File: src/rtl/lsu_byte_bridge.sv
// Byte-serialising load/store responder: splits 8/16/32-bit RV32I accesses into
// little-endian single-byte SRAM transactions and returns extended load data.
//
// state  | meaning
// IDLE   | ready for a request; latch it and check alignment
// ACCESS | one memory strobe per cycle, byte index 0..N-1
// TAIL   | loads only: capture the final read byte
// RESP   | one-cycle response pulse
module lsu_byte_bridge #(
    parameter int ADDR_W = 16
) (
    input  logic              clk,
    input  logic              rst_n,
    input  logic              req_valid,
    output logic              req_ready,
    input  logic              req_we,
    input  logic [31:0]       req_addr,
    input  logic [1:0]        req_size,
    input  logic [2:0]        req_extend,
    input  logic [31:0]       req_wdata,
    output logic              rsp_valid,
    output logic              rsp_err,
    output logic [31:0]       rsp_rdata,
    output logic              mem_en,
    output logic              mem_we,
    output logic [ADDR_W-1:0] mem_addr,
    output logic [7:0]        mem_wdata,
    input  logic [7:0]        mem_rdata
);

    typedef enum logic [1:0] {
        IDLE   = 2'd0,
        ACCESS = 2'd1,
        TAIL   = 2'd2,
        RESP   = 2'd3
    } state_t;

    state_t            state, state_nxt;
    logic              we_q;
    logic [ADDR_W-1:0] addr_q;
    logic [1:0]        size_q;
    logic [2:0]        ext_q;
    logic [31:0]       wdata_q;
    logic              err_q;
    logic [1:0]        idx;
    logic [1:0]        last_idx;
    logic [31:0]       rbuf;
    logic [1:0]        cap_idx;
    logic              req_err;
    logic [31:0]       ext_data;
    logic              addr_unused;

    assign addr_unused = ^req_addr[31:ADDR_W];

    assign req_err = (req_size == 2'b11)
                   | ((req_size == 2'b01) & req_addr[0])
                   | ((req_size == 2'b10) & (|req_addr[1:0]));

    // Read data lags its strobe by one cycle, so capture targets the previous index.
    assign cap_idx = idx - 2'd1;

    always_comb begin
        state_nxt = state;
        case (state)
            IDLE:   if (req_valid) state_nxt = req_err ? RESP : ACCESS;
            ACCESS: if (idx == last_idx) state_nxt = we_q ? RESP : TAIL;
            TAIL:   state_nxt = RESP;
            RESP:   state_nxt = IDLE;
            default: state_nxt = IDLE;
        endcase
    end

    always_ff @(posedge clk or negedge rst_n) begin
        if (!rst_n) begin
            state    <= IDLE;
            we_q     <= 1'b0;
            addr_q   <= '0;
            size_q   <= 2'b00;
            ext_q    <= 3'b000;
            wdata_q  <= '0;
            err_q    <= 1'b0;
            idx      <= 2'd0;
            last_idx <= 2'd0;
            rbuf     <= '0;
        end else begin
            state <= state_nxt;
            case (state)
                IDLE: begin
                    if (req_valid) begin
                        we_q    <= req_we;
                        addr_q  <= req_addr[ADDR_W-1:0];
                        size_q  <= req_size;
                        ext_q   <= req_extend;
                        wdata_q <= req_wdata;
                        err_q   <= req_err;
                        idx     <= 2'd0;
                        rbuf    <= '0;
                        case (req_size)
                            2'b01:   last_idx <= 2'd1;
                            2'b10:   last_idx <= 2'd3;
                            default: last_idx <= 2'd0;
                        endcase
                    end
                end
                ACCESS: begin
                    if (!we_q && (idx != 2'd0))
                        rbuf[{cap_idx, 3'b000} +: 8] <= mem_rdata;
                    idx <= idx + 2'd1;
                end
                TAIL: rbuf[{last_idx, 3'b000} +: 8] <= mem_rdata;
                default: ;
            endcase
        end
    end

    always_comb begin
        ext_data = '0;
        case (ext_q)
            3'b000: ext_data = {{24{rbuf[7]}}, rbuf[7:0]};
            3'b001: ext_data = {{16{rbuf[15]}}, rbuf[15:0]};
            3'b100: ext_data = {24'h0, rbuf[7:0]};
            3'b101: ext_data = {16'h0, rbuf[15:0]};
            default: begin
                case (size_q)
                    2'b10:   ext_data = rbuf;
                    2'b01:   ext_data = {16'h0, rbuf[15:0]};
                    default: ext_data = {24'h0, rbuf[7:0]};
                endcase
            end
        endcase
    end

    assign req_ready = (state == IDLE);
    assign rsp_valid = (state == RESP);
    assign rsp_err   = (state == RESP) & err_q;
    assign rsp_rdata = ((state == RESP) && !err_q && !we_q) ? ext_data : 32'h0;

    assign mem_en    = (state == ACCESS);
    assign mem_we    = mem_en & we_q;
    assign mem_addr  = mem_en ? (addr_q + ADDR_W'(idx)) : '0;
    assign mem_wdata = mem_en ? wdata_q[{idx, 3'b000} +: 8] : 8'h00;

endmodule
File: config.mk
export PLATFORM = sky130hd
export DESIGN_NAME = lsu_byte_bridge
export DESIGN_NICKNAME = d
export VERILOG_FILES = /design/src/rtl/lsu_byte_bridge.sv
export SDC_FILE = /design/constraint.sdc
export NUM_CORES = 1
export LEC_CHECK = 0
export BUFFER_PORTS_ARGS = -buffer_cell sky130_fd_sc_hd__buf_2
export CAP_MARGIN = 40
export CELL_PAD_IN_SITES_DETAIL_PLACEMENT = 1
export CELL_PAD_IN_SITES_GLOBAL_PLACEMENT = 1
export CORE_MARGIN = 2
export CORE_UTILIZATION = 44
export DETAILED_ROUTE_END_ITERATION = 10
export HOLD_SLACK_MARGIN = 0.1
export PLACE_DENSITY = 0.82
export SKIP_CTS_REPAIR_TIMING = 1
export SLEW_MARGIN = 20
export SYNTH_ARGS = -nofsm -noshare
export SYNTH_HDL_FRONTEND = slang
export SYNTH_SLANG_ARGS = --single-unit
File: constraint.sdc
create_clock -name clk -period 3.3 [get_ports clk]
set_input_delay 0.165 -clock clk [delete_from_list [all_inputs] [get_ports clk]]
set_output_delay 0.165 -clock clk [all_outputs]
set_load 0.02 [all_outputs]
# Word-level counts from Yosys, hierarchy flattened
# Index checks and enable logic that the tools add are counted.
# totals
elab_cells	74
input_bits	81
rom_bits	0
mem_bits_rw	0
register_bits	93
output_inout_bits	61
memories	0
latchBits	0
# classes
div_mod_pow	0
muxes	18
reduce_logical	15
n_eq_ne	15
mul	0
order_cmp	0
n_shift	5
add_sub_neg	5
bitwise	6
# ops
operator	n
32-bit case mux with 4 select lines	1
32-bit two-way mux	3
32-bit case mux with 3 select lines	1
32-bit bitwise mux	2
32-bit case mux with 2 select lines	1
8-bit by 7-bit variable shift with 32-bit output (first input constant)	2
8-bit by 7-bit variable part select with 32-bit output	2
32-bit by 6-bit variable part select with 8-bit output	1
16-bit by 2-bit adder with 16-bit output	1
16-bit two-way mux	1
5-bit negation with 7-bit output	2
2-bit equality test (second input constant)	5
2-bit two-way mux	4
8-bit two-way mux	1
2-bit case mux with 2 select lines	2
2-bit case mux with 4 select lines	1
2-bit by 1-bit equality test with 1-bit output (second input constant)	3
3-bit equality test (second input constant)	2
2-bit AND reduction	3
1-bit AND	4
2-bit by 1-bit != test with 1-bit output (second input constant)	2
2-bit nonzero test	2
3-bit by 1-bit equality test with 1-bit output (second input constant)	1
1-bit logical AND	3
other kinds (12)	14

# Logic depth before layout (Yosys ltp)
# logic_depth
ltp_word	7
mapped_depth	8
ltp_nobuf	6

# Worst setup path after synthesis
# No wires, ideal clock.
# synth_timing
path_type	register -> register
startpoint	register idx[1]
endpoint	register rbuf[0]
t_arrival_ns	2.111
stages_incl_launch_ff	9
slack_ns	1.068
t_required_ns	3.179
synth_period_minus_slack_ns	2.232
cell_sequence	dfrtp_1 -> clkbuf_1 -> inv_1 -> ha_1 -> o21ai_1 -> and3b_1 -> a21bo_1 -> clkbuf_1 -> a22o_1
# synth_between
elab_chain_cells	6
word_cells_on_any_way	11
# synth_rtl
item	line_no	text
from (decl)	45	logic [1:0] idx;
from (signal assigned)	108	idx <= idx + 2'd1;
2-bit by 1-bit subtractor with 2-bit output	60	assign cap_idx = idx - 2'd1;
5-bit negation with 7-bit output	107	rbuf[{cap_idx, 3'b000} +: 8] <= mem_rdata;
8-bit by 7-bit variable part select with 32-bit output or 8-bit by 7-bit variable shift with 32-bit output (tied branches)	107	
32-bit bitwise mux	107	
32-bit two-way mux	106	if (!we_q && (idx != 2'd0))
32-bit case mux with 3 select lines	87	case (state)
to (signal, indexed assignment)	107	
to (signal, indexed assignment)	110	TAIL: rbuf[{last_idx, 3'b000} +: 8] <= mem_rdata;
to (decl)	47	logic [31:0] rbuf;
# Parallel ways exist; a longest one is shown, timed or not. The select of a mux whose other input is x is not followed.
# A chain may end at the register's enable or synchronous reset.

# Worst setup path after layout
# layout_timing
startpoint	register idx[0]
endpoint	output port mem_addr[12]
# layout_between
elab_chain_cells	2
# layout_rtl
item	line_no	text
16-bit by 2-bit adder with 16-bit output	140	assign mem_addr = mem_en ? (addr_q + ADDR_W'(idx)) : '0;
16-bit two-way mux	140	
to (decl)	26	output logic [ADDR_W-1:0] mem_addr,
# Every way passes these cells.

==> impl_metrics.yaml <==
detailed_routing:
  drt_first_pass_iters: 7
  wl_mm: 14.3
  viasPerCell: 5.47
  drtIter0Drc: 157
  avgRoutedWirePerCell_um: 19.1
  vias: 4106
  ant_nets: 0
  drc: 0
worst_setup_path:
  crit_required_ns: 3.13
  arrival_ns: 2.59
  path_cells: "ha_1 -> fa_1 -> and2_1 -> nand4_1 -> or3_1 -> a21oi_1 -> buf_2"
  crit_buf_inv: 1
  start_kind: "flip-flop"
  critPathMaxFanout: 11
  critPathKind: "flip-flop to primary output"
  end_kind: "primary output"
  path_delay_family: "simple AND/OR/NAND/NOR gates"
  r2r_cells: 6
  crit_path_max_incr_delay_ns: 0.61
  rrSetupSlack_ns: 0.73
  regToRegStartpoint: "idx[1]"
  timing.rr.end: "rbuf[1]"
  slowest_stage: "dfrtp_1"
synth:
  ys_warn_count: 0
  synth-edff-count: 0
  yosysUniqueCellTypes: 50
  synthCells: 432
  async_flop_share_pct: 100
  yosysSeqAreaShare_pct: 46.9
  synth_nets: 536
  syn_area_um2: 4960
  syn_area_per_cell_um2: 11.5
  synth_ff_type: "dfrtp_1"
  synth-seq-cells: 93
timing:
  setup_ws_ns: 0.548
  fin_setup_tns_ns: 0
  setup_viol: 0
  hold_violations: 0
  fmax_mhz: 363
  slew_headroom_pct: 45.4
  fin_crit_ns: 2.75
  rsz0062_at_grt: "false"
  worst_pin_slew_ns: 0.813
  skew_ns: 0.00524
  slew_viol_final: 0
  min_period_over_period_pct: 83.4
worst_hold_path:
  min_path_cells: 2
  worstHoldStart: "mem_rdata[5]"
  worstHoldEndpoint: "rbuf[21]"
  hold_path.class: "primary input to flip-flop"
finish:
  fin_util_pct: 59.9
  antenna_cells: 0
  nets: 709
  area_delta_synth_final_pct: 31.9
  drive_gt1_share_pct: 36.2
grt:
  gr-total-overflow: 0
  grt_pass1_wl_mm: 20.8
  grt_max_degree: 56
  grt_pass1_vias: 4060
  grt_use_total_pct: 22.5
  antenna_found_initial: 0
placement:
  dp.final_hpwl_mm: 9.35
  io_buffers: 125
  preCtsSetupSlack_ns: 0.704
  place.gp.congestion: 0.853
cts:
  clockBufferDepth: 2
  cts_tree: "done"
  cts_root_buf: "clkbuf_16"
  cts_inserted_buffers: 9
  path_clk_slew_ns: 0.07
  clock_sink_count: 93
  cts_max_level: 3
  clk-insertion-delay-late_ns: 0.35
pwr:
  irDropWorstVdd_uv: 392
  powerDensity_nw_per_um2: 836
  p_leak_nw: 3.12
job:
  drv_cap: 0
floorplanning:
  die_area_um2: 12100
  initial_utilization_pct: 45.4
  core_area_um2: 10900
  fp.dieW_um: 110
  die_h_um: 110
  ioPinCount: 142
  row_count: 38
status:
  status: "complete, no violations"
-- worst max-delay path by stage --
stage	startpoint	endpoint	cells after the start
floorplan	idx[1]	rbuf[0]	8
CTS	idx[1]	mem_addr[14]	6
detailed placement	idx[1]	rbuf[1]	6
global placement	idx[1]	rbuf[5]	6
finish	idx[0]	mem_addr[12]	7
global route	idx[1]	mem_addr[12]	6
-- routing by layer --
layer | GRT usage, % | part of all wire (%)
met1 | 28.6 | 42
met2 | 38.8 | 52
met3 | 3.94 | 4.4
met4 | 7.95 | 1.4
met5 | 0 | 0
-- layout make-up --
class,instances,area (um^2)
repair buffers,185,1220
flip-flops and latches,93,2330
well taps,140,175
inverters,15,56.3
fillers,1199,4390
multi-input cells,301,2490
clock buffers,10,229
clock inverters,6,47.5
-- registers in the layout, indices dropped and copies added, names as in the netlist --
signal and flops:
addr_q 16, err_q 1, ext_q 3, idx 2, last_idx 2, rbuf 32, size_q 2, state 2
wdata_q 32, we_q 1
-- placed cells by master, fill, tap and decap left out, types with 2 or more instances in the layout --
| cell | count |
|---|---|
| and3_1 | 4 |
| nand4_1 | 5 |
| nand2_2 | 2 |
| clkinvlp_4 | 4 |
| clkbuf_16 | 9 |
| nand2_1 | 32 |
| buf_2 | 124 |
| xor2_1 | 7 |
| dlygate4sd3_1 | 53 |
| o21a_1 | 8 |
| nand3_1 | 5 |
| o22ai_1 | 4 |
| buf_4 | 7 |
| or3_1 | 2 |
| o32ai_1 | 2 |
| mux4_2 | 8 |
| mux2i_1 | 3 |
| o32a_2 | 2 |
| mux2_2 | 53 |
| nor3b_1 | 2 |
| inv_1 | 15 |
| o21ai_1 | 2 |
| and2_1 | 22 |
| ha_1 | 22 |
| dfrtp_1 | 93 |
| nand4b_1 | 3 |
| nand2b_1 | 4 |
| nor3_1 | 2 |
| a21oi_1 | 21 |
| nor2_1 | 19 |
| o21ai_0 | 10 |
| xnor2_1 | 5 |
| a22o_1 | 32 |
| a21bo_2 | 3 |
-- metrics by stage --
step,std cells,power (mW),instance area (um^2),hold slack (ns)
floorplan,432,3.69,4960,-0.131
global placement,680,4.26,5730,0.263
detailed placement,681,4.42,5740,0.261
CTS,697,5.41,6010,-0.106
global route,750,5.83,6550,0.110
finish,750,5.47,6550,0.103
-- Yosys cell counts, types with 5 or more instances --
cell type  number  share of area, %
o21a_1          8               1.2
nor2_1         19               1.4
nand2_1        33               2.5
a21oi_1        21               2.1
a22o_1         32               5.6
mux4_2          8               3.6
nand3_1         5              0.50
o21ai_0        10               1.0
nand4_1         5              0.63
xor2_1          7               1.2
xnor2_1         5              0.88
ha_1           22               5.5
mux2_2         53                12
inv_1          15               1.1
clkbuf_1       18               1.4
and2_1         22               2.8
dfrtp_1        93                47
-- power breakdown --
part | switching [mW] | total, mW | leakage [nW] | internal (mW)
registers | 0.440 | 2.00 | 1.17 | 1.56
clock network | 0.459 | 0.974 | 0.121 | 0.515
logic | 1.35 | 2.50 | 1.83 | 1.14
-- cell families after synthesis --
logic type | Yosys count | share of synthesized area (%)
XOR/XNOR | 12 | 2.12
adder cells (fa/ha/maj) | 23 | 5.95
AND/OR/NAND/NOR | 111 | 12.2
buffers and inverters | 38 | 3.03
multiplexers | 64 | 16.3
flip-flops | 93 | 46.9
AO/OA/AOI/OAI | 91 | 13.5
Power figures use the tool's default switching activity.
